<file path="config.mk">
export PLATFORM = sky130hd
export DESIGN_NAME = mul_result_stage
export DESIGN_NICKNAME = d
export VERILOG_FILES = /design/src/rtl/mul_result_stage.sv
export SDC_FILE = /design/constraint.sdc
export NUM_CORES = 1
export LEC_CHECK = 0
export CORE_ASPECT_RATIO = 1.75
export CORE_UTILIZATION = 50
export DETAILED_ROUTE_END_ITERATION = 8
export PLACE_DENSITY = 0.87
export SYNTH_ARGS = -nofsm -noshare
export SYNTH_HDL_FRONTEND = slang
export SYNTH_SLANG_ARGS = --single-unit
</file>
<file path="constraint.sdc">
create_clock -name clk -period 2.6 [get_ports clk]
set_input_delay 0.52 -clock clk [delete_from_list [all_inputs] [get_ports clk]]
set_output_delay 0.52 -clock clk [all_outputs]
set_load 0.01 [all_outputs]
</file>
<file path="src/rtl/mul_result_stage.sv">
// mul_result_stage: result stage behind the 32x32 signed tree multiplier.
// It selects the low or high product word, or accumulates the product into a
// 64-bit accumulator. Results are queued in a small valid/ready output FIFO.
// Optional build macro: SATURATE_EN. When it is defined, a MAC overflow
// clamps the accumulator instead of letting it wrap.
module mul_result_stage #(
  parameter int DEPTH = 2
) (
  input  logic        clk,
  input  logic        rst_n,
  input  logic        in_valid,
  output logic        in_ready,
  input  logic [63:0] in_product,
  input  logic [1:0]  in_op,
  output logic        out_valid,
  input  logic        out_ready,
  output logic [31:0] out_data,
  output logic        out_ovf,
  output logic [63:0] acc_q,
  output logic        ovf_sticky
);

  localparam int AW = (DEPTH > 1) ? $clog2(DEPTH) : 1;
  localparam int CW = $clog2(DEPTH + 1);

  typedef enum logic [1:0] {
    OP_LO  = 2'b00,
    OP_HI  = 2'b01,
    OP_MAC = 2'b10,
    OP_CLR = 2'b11
  } op_e;

  typedef struct packed {
    logic [31:0] data;
    logic        ovf;
  } entry_t;

  entry_t         mem [DEPTH];
  logic [AW-1:0]  rd_ptr, wr_ptr;
  logic [CW-1:0]  count;

  logic           in_fire, out_fire, push;
  logic [63:0]    sum, mac_res;
  logic           mac_ovf;
  entry_t         push_entry;

  // Handshakes. Room is judged on the registered count only, so a pop in the
  // same cycle never frees a slot for a push while full.
  assign in_ready  = (count != CW'(DEPTH));
  assign out_valid = (count != '0);
  assign in_fire   = in_valid && in_ready;
  assign out_fire  = out_valid && out_ready;
  assign push      = in_fire && (in_op != OP_CLR);

  // Head entry drives the outputs; an empty FIFO reads as zero.
  assign out_data  = out_valid ? mem[rd_ptr].data : '0;
  assign out_ovf   = out_valid ? mem[rd_ptr].ovf  : 1'b0;

  // MAC datapath and selection of the word to enqueue.
  always_comb begin
    sum     = acc_q + in_product;
    mac_ovf = (acc_q[63] == in_product[63]) && (sum[63] != acc_q[63]);
`ifdef SATURATE_EN
    // Overflow direction follows the shared operand sign.
    if (mac_ovf) mac_res = acc_q[63] ? 64'h8000_0000_0000_0000 : 64'h7FFF_FFFF_FFFF_FFFF;
    else         mac_res = sum;
`else
    mac_res = sum;
`endif
    push_entry = '0;
    case (in_op)
      OP_LO:   push_entry = '{data: in_product[31:0],  ovf: 1'b0};
      OP_HI:   push_entry = '{data: in_product[63:32], ovf: 1'b0};
      OP_MAC:  push_entry = '{data: mac_res[31:0],     ovf: mac_ovf};
      default: push_entry = '0;
    endcase
  end

  // Accumulator and sticky overflow; only accepted MAC/ACC_CLR touch them.
  always_ff @(posedge clk or negedge rst_n) begin
    if (!rst_n) begin
      acc_q      <= '0;
      ovf_sticky <= 1'b0;
    end else if (in_fire) begin
      if (in_op == OP_MAC) begin
        acc_q      <= mac_res;
        ovf_sticky <= ovf_sticky | mac_ovf;
      end else if (in_op == OP_CLR) begin
        acc_q      <= '0;
        ovf_sticky <= 1'b0;
      end
    end
  end

  // Output FIFO storage, pointers (wrap naturally, DEPTH is a power of two)
  // and occupancy count.
  always_ff @(posedge clk or negedge rst_n) begin
    if (!rst_n) begin
      rd_ptr <= '0;
      wr_ptr <= '0;
      count  <= '0;
      for (int i = 0; i < DEPTH; i++) mem[i] <= '0;
    end else begin
      if (push) begin
        mem[wr_ptr] <= push_entry;
        wr_ptr      <= wr_ptr + AW'(1);
      end
      if (out_fire) rd_ptr <= rd_ptr + AW'(1);
      case ({push, out_fire})
        2'b10:   count <= count + CW'(1);
        2'b01:   count <= count - CW'(1);
        default: count <= count;
      endcase
    end
  end

endmodule

</file>
==> metrics.json, run 1 <==
{
  "result_of_the_run": {"value": "did not finish"},
  "stop_stage": {"value": "5_1_grt"},
  "run.stop_error": {"value": "[ERROR GRT-0232] Routing congestion too high. Check the congestion heatmap in the GUI."},
  "postGrtWorstEndpoint": {"value": "acc_q[60]$_DFFE_PN0P_/D"},
  "syn_avg_cell_area": {"value": 8.51, "unit": "um2"},
  "place.gp.congestion": {"value": 1.06},
  "synth_edf_count": {"value": 0},
  "mapped_cells": {"value": 1194},
  "ctsHtreeMaxLevel": {"value": 4},
  "yosys_register_bits": {"value": 135},
  "placed_cell_area": {"value": 0.0148, "unit": "mm2"},
  "synth-seq-area-share": {"value": 33.2, "unit": "%"},
  "portBuffers": {"value": 169},
  "grt_start_max_net_pins": {"value": 62},
  "die_h": {"value": 191, "unit": "um"},
  "synth_warnings": {"value": 0},
  "hold_buffers": {"value": 0},
  "total_routing_usage_reported_by_global_routing": {"value": 76.7, "unit": "%"},
  "syn-cell-area": {"value": 0.0102, "unit": "mm2"},
  "worst_endpoint_kind": {"value": "register input"},
  "netlist-cell-type-count": {"value": 76},
  "number_of_buffers_inserted_during_clock_tree_synthesis": {"value": 17},
  "placement_rows": {"value": 68},
  "ctsLongestPathBuffers": {"value": 2},
  "root_buffer": {"value": "clkbuf_16"},
  "die_width": {"value": 110, "unit": "um"},
  "clock_sink_count": {"value": 135},
  "synth_flop_cell": {"value": "dfrtp_1"},
  "synth_net_count": {"value": 1329},
  "hpwlAfterDp": {"value": 30.8, "unit": "mm"},
  "initial_utilization": {"value": 51.3, "unit": "%"},
  "grt_overflow_total": {"value": 65},
  "ys_async_sr_fraction": {"value": 100, "unit": "%"},
  "ios": {"value": 170}
}
-- cell usage after synthesis, drive strengths merged (15+ instances only) --
cell | count | area [um2]
a21o | 35 | 264
a21oi | 117 | 597
a22o | 18 | 158
a31oi | 18 | 113
buf | 15 | 90.1
clkbuf | 57 | 244
dfrtp | 135 | 3380
ha | 64 | 801
inv | 21 | 78.8
mux2 | 20 | 225
mux2i | 59 | 591
nand2 | 136 | 510
nand3 | 28 | 140
nand4 | 26 | 163
nor2 | 111 | 417
o21ai | 97 | 485
o21bai | 17 | 131
xnor2 | 31 | 272
xor2 | 18 | 158
-- layer usage --
layer / global-route usage, % / GRT overflow
met3: 64.0 / 2
met5: 26.3 / 0
met1: 78.1 / 1
met4: 74.3 / 29
met2: 90.0 / 33
-- repair_timing --
action | in CTS
setup endpoints to repair | 102
setup buffers | 34
resized for setup | 217
pin swaps | 76
-- stage by stage --
step / hold slack, ps / cells / utilization, % / setup slack, ps
4_1_cts: 61.0 / 1930 / 82.3 / -314
3_5_place_dp: 465 / 1868 / 74.7 / -990
3_3_place_gp: 457 / 1868 / 74.7 / -905
2_1_floorplan: 224 / 1194 / - / -229
-- cell families after synthesis --
| logic type | synth area share, % |
|---|---|
| mux | 8.02 |
| xor+xnor | 4.22 |
| simple gates | 17.3 |
| compound gates | 25.1 |
| buf+inv | 4.10 |
| fa+ha+maj | 8.07 |
| flops | 33.2 |
==> run 2: changes to the inputs <==
--- a/config.mk
+++ b/config.mk
@@ -5,10 +5,9 @@
 export SDC_FILE = /design/constraint.sdc
 export NUM_CORES = 1
 export LEC_CHECK = 0
-export CORE_ASPECT_RATIO = 1.75
-export CORE_UTILIZATION = 50
+export CORE_UTILIZATION = 35
 export DETAILED_ROUTE_END_ITERATION = 8
-export PLACE_DENSITY = 0.87
+export PLACE_DENSITY_LB_ADDON = 0.15
 export SYNTH_ARGS = -nofsm -noshare
 export SYNTH_HDL_FRONTEND = slang
 export SYNTH_SLANG_ARGS = --single-unit
==> constraint.sdc (replaced) <==
create_clock -name clk -period 3.4 [get_ports clk]
set_input_delay 0.68 -clock clk [delete_from_list [all_inputs] [get_ports clk]]
set_output_delay 0.68 -clock clk [all_outputs]
set_load 0.01 [all_outputs]
==> run 2 against run 1 <==
The run now ends clean. Synthesized area did not move. Synthesized cell count did not move.
==> metrics.json, run 2 <==
{
  "route.detailed.wl_per_inst": {"value": 19.0, "unit": "um"},
  "clk_pin_slew_worst_paths": {"value": 70, "unit": "ps"},
  "muxShareOfSynthArea": {"value": 8.02, "unit": "%"},
  "regToRegEndpoint": {"value": "mem[27]$_DFFE_PN0P_"},
  "result_of_the_run": {"value": "completed"},
  "detailroute.via_count": {"value": 10504},
  "cp.buffers_inverters": {"value": 3},
  "post_route_cells_drive_above_1_share": {"value": 24.2, "unit": "%"},
  "dr_wl_met2": {"value": 17.9, "unit": "mm"},
  "critical_path.top_delay_family": {"value": "compound AO/OA/AOI/OAI gates"},
  "pwr-share-seq": {"value": 23.2, "unit": "%"},
  "synth_warnings": {"value": 0},
  "synth_flop_cell": {"value": "dfrtp_1"},
  "period_needed": {"value": 3350, "unit": "ps"},
  "internal_power": {"value": 7.18, "unit": "mW"},
  "dr.first_iter.drc_count": {"value": 668},
  "drtAntennaViolNets": {"value": 0},
  "synth_xor_xnor_area_share": {"value": 4.22, "unit": "%"},
  "finClkSkew": {"value": 19.7, "unit": "ps"},
  "cp.arrival": {"value": 3660, "unit": "ps"},
  "largest-register": {"value": "mem"},
  "switching_share": {"value": 41.4, "unit": "%"},
  "synth_edf_count": {"value": 0},
  "crit-reg2reg-launch": {"value": "acc_q[0]$_DFFE_PN0P_"},
  "hpwlAfterDp": {"value": 29.7, "unit": "mm"},
  "initial_utilization": {"value": 35.5, "unit": "%"},
  "die_width": {"value": 172, "unit": "um"},
  "share_of_the_synthesized_area_in_compound_gates_ao_oa_aoi_oai": {"value": 25.1, "unit": "%"},
  "synth_top_area_share": {"value": 33.2, "unit": "%"},
  "syn-cell-area": {"value": 0.0102, "unit": "mm2"},
  "ir_drop": {"value": 312, "unit": "uV"},
  "hold_buffers": {"value": 0},
  "timing.max_cap.violations": {"value": 0},
  "syn_avg_cell_area": {"value": 8.51, "unit": "um2"},
  "power.clock.fraction": {"value": 15.0, "unit": "%"},
  "placeableCoreArea": {"value": 0.0286, "unit": "mm2"},
  "power.density_cell_area": {"value": 819, "unit": "mW/mm2"},
  "flip_flop_count_of_the_largest_register_after_layout": {"value": 66},
  "cp.required": {"value": 3710, "unit": "ps"},
  "critical_path.cell_chain": {"value": "clkdlybuf4s50_1, ha_1, buf_4, nand2_1, o21ai_0, a21oi_1, buf_4, and3_2, a211oi_4, o221ai_4, xnor2_1, a221o_1"},
  "crit_top_cell": {"value": "buf_4"},
  "placement_rows": {"value": 62},
  "dieArea": {"value": 0.0297, "unit": "mm2"},
  "top_flop_regs": {"value": "mem x66, acc_q x64, count x2"},
  "root_buffer": {"value": "clkbuf_16"},
  "share_comb_of_total_power": {"value": 61.8, "unit": "%"},
  "final.period_utilization": {"value": 98.6, "unit": "%"},
  "final_cell_mix": {"value": "buf_4, clkdlybuf4s50_1, nand2_1, dfrtp_1, a21oi_1"},
  "critical_path_peak_fanout": {"value": 5},
  "die_h": {"value": 172, "unit": "um"},
  "route.met3.wl": {"value": 1.34, "unit": "mm"},
  "route.detailed.vias_per_inst": {"value": 5.28},
  "total_routing_usage_reported_by_global_routing": {"value": 26.0, "unit": "%"},
  "drv_slew": {"value": 0},
  "synth_net_count": {"value": 1329},
  "cp_slowest_cell": {"value": "clkdlybuf4s50_1"},
  "first_pass_grt_wire_length": {"value": 58.3, "unit": "mm"},
  "regToRegSetupSlack": {"value": 310, "unit": "ps"},
  "grt_start_max_net_pins": {"value": 59},
  "cts_tree": {"value": "built"},
  "setup-violations-final": {"value": 0},
  "ctsLongestPathBuffers": {"value": 2},
  "top_sig_layer": {"value": "met4"},
  "clock_network_latency_to_the_later_pin_of_the_worst_skew_pair": {"value": 430, "unit": "ps"},
  "synth-seq-area-share": {"value": 33.2, "unit": "%"},
  "ios": {"value": 170},
  "detail_route.first_pass.iterations": {"value": 5},
  "worst_r2r_path_depth": {"value": 12},
  "number_of_buffers_inserted_during_clock_tree_synthesis": {"value": 17},
  "tightest_slew": {"value": 996, "unit": "ps"},
  "routed_length_on_met1": {"value": 17.7, "unit": "mm"},
  "place.gp.congestion": {"value": 0.907},
  "mapped_cells": {"value": 1194},
  "post_synth_fa_ha_maj_area_fraction": {"value": 8.07, "unit": "%"},
  "synth.cells.most_frequent": {"value": "nand2_1, dfrtp_1, a21oi_1"},
  "clock_sink_count": {"value": 135},
  "ys_async_sr_fraction": {"value": 100, "unit": "%"},
  "fin_nets": {"value": 1726},
  "fin_tns_setup": {"value": 0, "unit": "ps"},
  "place.detailed.instances": {"value": 1952},
  "area_delta_synth_final": {"value": 47.1, "unit": "%"},
  "worstSetupEndpointType": {"value": "flop"},
  "detail_route.drc_violations": {"value": 0},
  "synth.most_common_cell": {"value": "nand2_1"},
  "detail_route.wirelength": {"value": 37.7, "unit": "mm"},
  "startpoint_to_endpoint_class_of_the_critical_path": {"value": "in -> reg"},
  "antenna_cells_inserted": {"value": 0},
  "first_global_vias": {"value": 10468},
  "synth.largest_area_cell": {"value": "dfrtp_1"},
  "grt_antenna_before_repair": {"value": 1},
  "switching_power": {"value": 5.07, "unit": "mW"},
  "seq_area": {"value": 0.00338, "unit": "mm2"},
  "portBuffers": {"value": 169},
  "multi_input_area": {"value": 0.00658, "unit": "mm2"},
  "ctsHtreeMaxLevel": {"value": 4},
  "simple_gate_portion_of_the_synthesized_area": {"value": 17.3, "unit": "%"},
  "combinational_family_with_the_most_area_after_synthesis": {"value": "compound AO/OA/AOI/OAI gates"},
  "yosys_register_bits": {"value": 135},
  "instances_no_fill": {"value": 1988},
  "final_number_of_hold_violating_endpoints": {"value": 0},
  "yosys-top-cells-area": {"value": "dfrtp_1, ha_1, mux2i_1"},
  "maxSlewHeadroom": {"value": 33.6, "unit": "%"},
  "achievable-frequency": {"value": 0.298, "unit": "GHz"},
  "hp-class": {"value": "in -> async"},
  "power_leakage": {"value": 6.97, "unit": "nW"},
  "fillerInstances": {"value": 2737},
  "worst_stage_delay_on_the_critical_path": {"value": 500, "unit": "ps"},
  "grt_overflow_total": {"value": 0},
  "crit_path_start_kind": {"value": "input pin"},
  "netlist-cell-type-count": {"value": 76},
  "layout.cells.most_common": {"value": "buf_4"}
}
## run 2: cell counts after synthesis
No cell type changed its count.
## run 2: cell type report
type / instances / area share, %
inverters: 22 / 0.552
flip-flops and latches: 135 / 22.6
repair buffers: 450 / 25.8
clock buffers: 18 / 2.94
clock inverters: 14 / 0.887
multi-input cells: 965 / 44.0
well taps: 384 / 3.21
## run 2: power by group through the flow
| stage | clock network [mW] | registers, mW | logic, mW |
|---|---|---|---|
| 2_1_floorplan | 0 | 2.76 | 3.85 |
| 3_3_place_gp | 0 | 2.84 | 7.33 |
| 3_5_place_dp | 0 | 2.86 | 7.39 |
| 4_1_cts | 1.89 | 2.83 | 7.46 |
| 5_1_grt | 1.95 | 2.93 | 8.33 |
| 6_report | 1.84 | 2.84 | 7.57 |
## run 2: worst register-to-register path: cells and delay by family, from the launching register on
family | cells | cell delay, ps
and+or+nand+nor | 1 | 170
AOI/OAI and AO/OA | 7 | 1460
muxes | 1 | 280
DFF | 1 | 440
adders and majority gates | 2 | 470
buffers and inverters | 1 | 140
## run 2: timing repair
action,in CTS,in global routing
setup buffers,1,3
setup endpoints to repair,3,53
cloned,0,0
pin swaps,1,16
resized for setup,3,38
## run 2: routing by layer
layer	track usage (%)	vias to the layer above
met2	43.2	248
met3	2.49	40
met4	7.20	0
met1	36.0	5065
met5	0	-
li1	-	5151
## run 2: stage by stage
step           setup WS [ps]  utilization, %  total power [mW]  instance area [um2]  hold WS, ps
6_report                47.9            52.2              12.3                15000          225
5_1_grt                -6.49            52.2              13.2                15000          275
2_1_floorplan            283               -              6.61                10200          384
3_3_place_gp            -574            49.4              10.2                14100          458
3_5_place_dp            -608            49.4              10.2                14100          464
4_1_cts                 5.62            51.5              12.2                14700          256
## run 2: worst max path at each step
stage,startpoint,endpoint,slack [ps],depth (start not counted)
after floorplan,in_product[0],acc_q[60]$_DFFE_PN0P_,280,11
after global placement,in_product[0],acc_q[62]$_DFFE_PN0P_,-570,12
after detailed placement,in_product[0],acc_q[62]$_DFFE_PN0P_,-610,12
after CTS,in_product[1],mem[33]$_DFFE_PN0P_,6,13
after global routing,in_product[32],acc_q[57]$_DFFE_PN0P_,-6,11
final,in_product[22],acc_q[63]$_DFFE_PN0P_,50,12
## run 2: cells by family after synthesis
logic type / count (synthesis)
XOR/XNOR: 49
buffers and inverters: 94
adder cells (fa/ha/maj): 65
AND/OR/NAND/NOR: 383
flip-flops: 135
multiplexers: 79
AO/OA/AOI/OAI: 389
Power figures use the tool's default switching activity.
==> run 3: changes to the inputs <==
--- a/config.mk
+++ b/config.mk
@@ -6,6 +6,7 @@
 export NUM_CORES = 1
 export LEC_CHECK = 0
 export CORE_UTILIZATION = 35
+export CTS_CLUSTER_DIAMETER = 60
 export DETAILED_ROUTE_END_ITERATION = 8
 export PLACE_DENSITY_LB_ADDON = 0.15
 export SYNTH_ARGS = -nofsm -noshare
==> results of run 3 <==
Same layout as run 2: the final DEF is identical, and so are final timing and power.
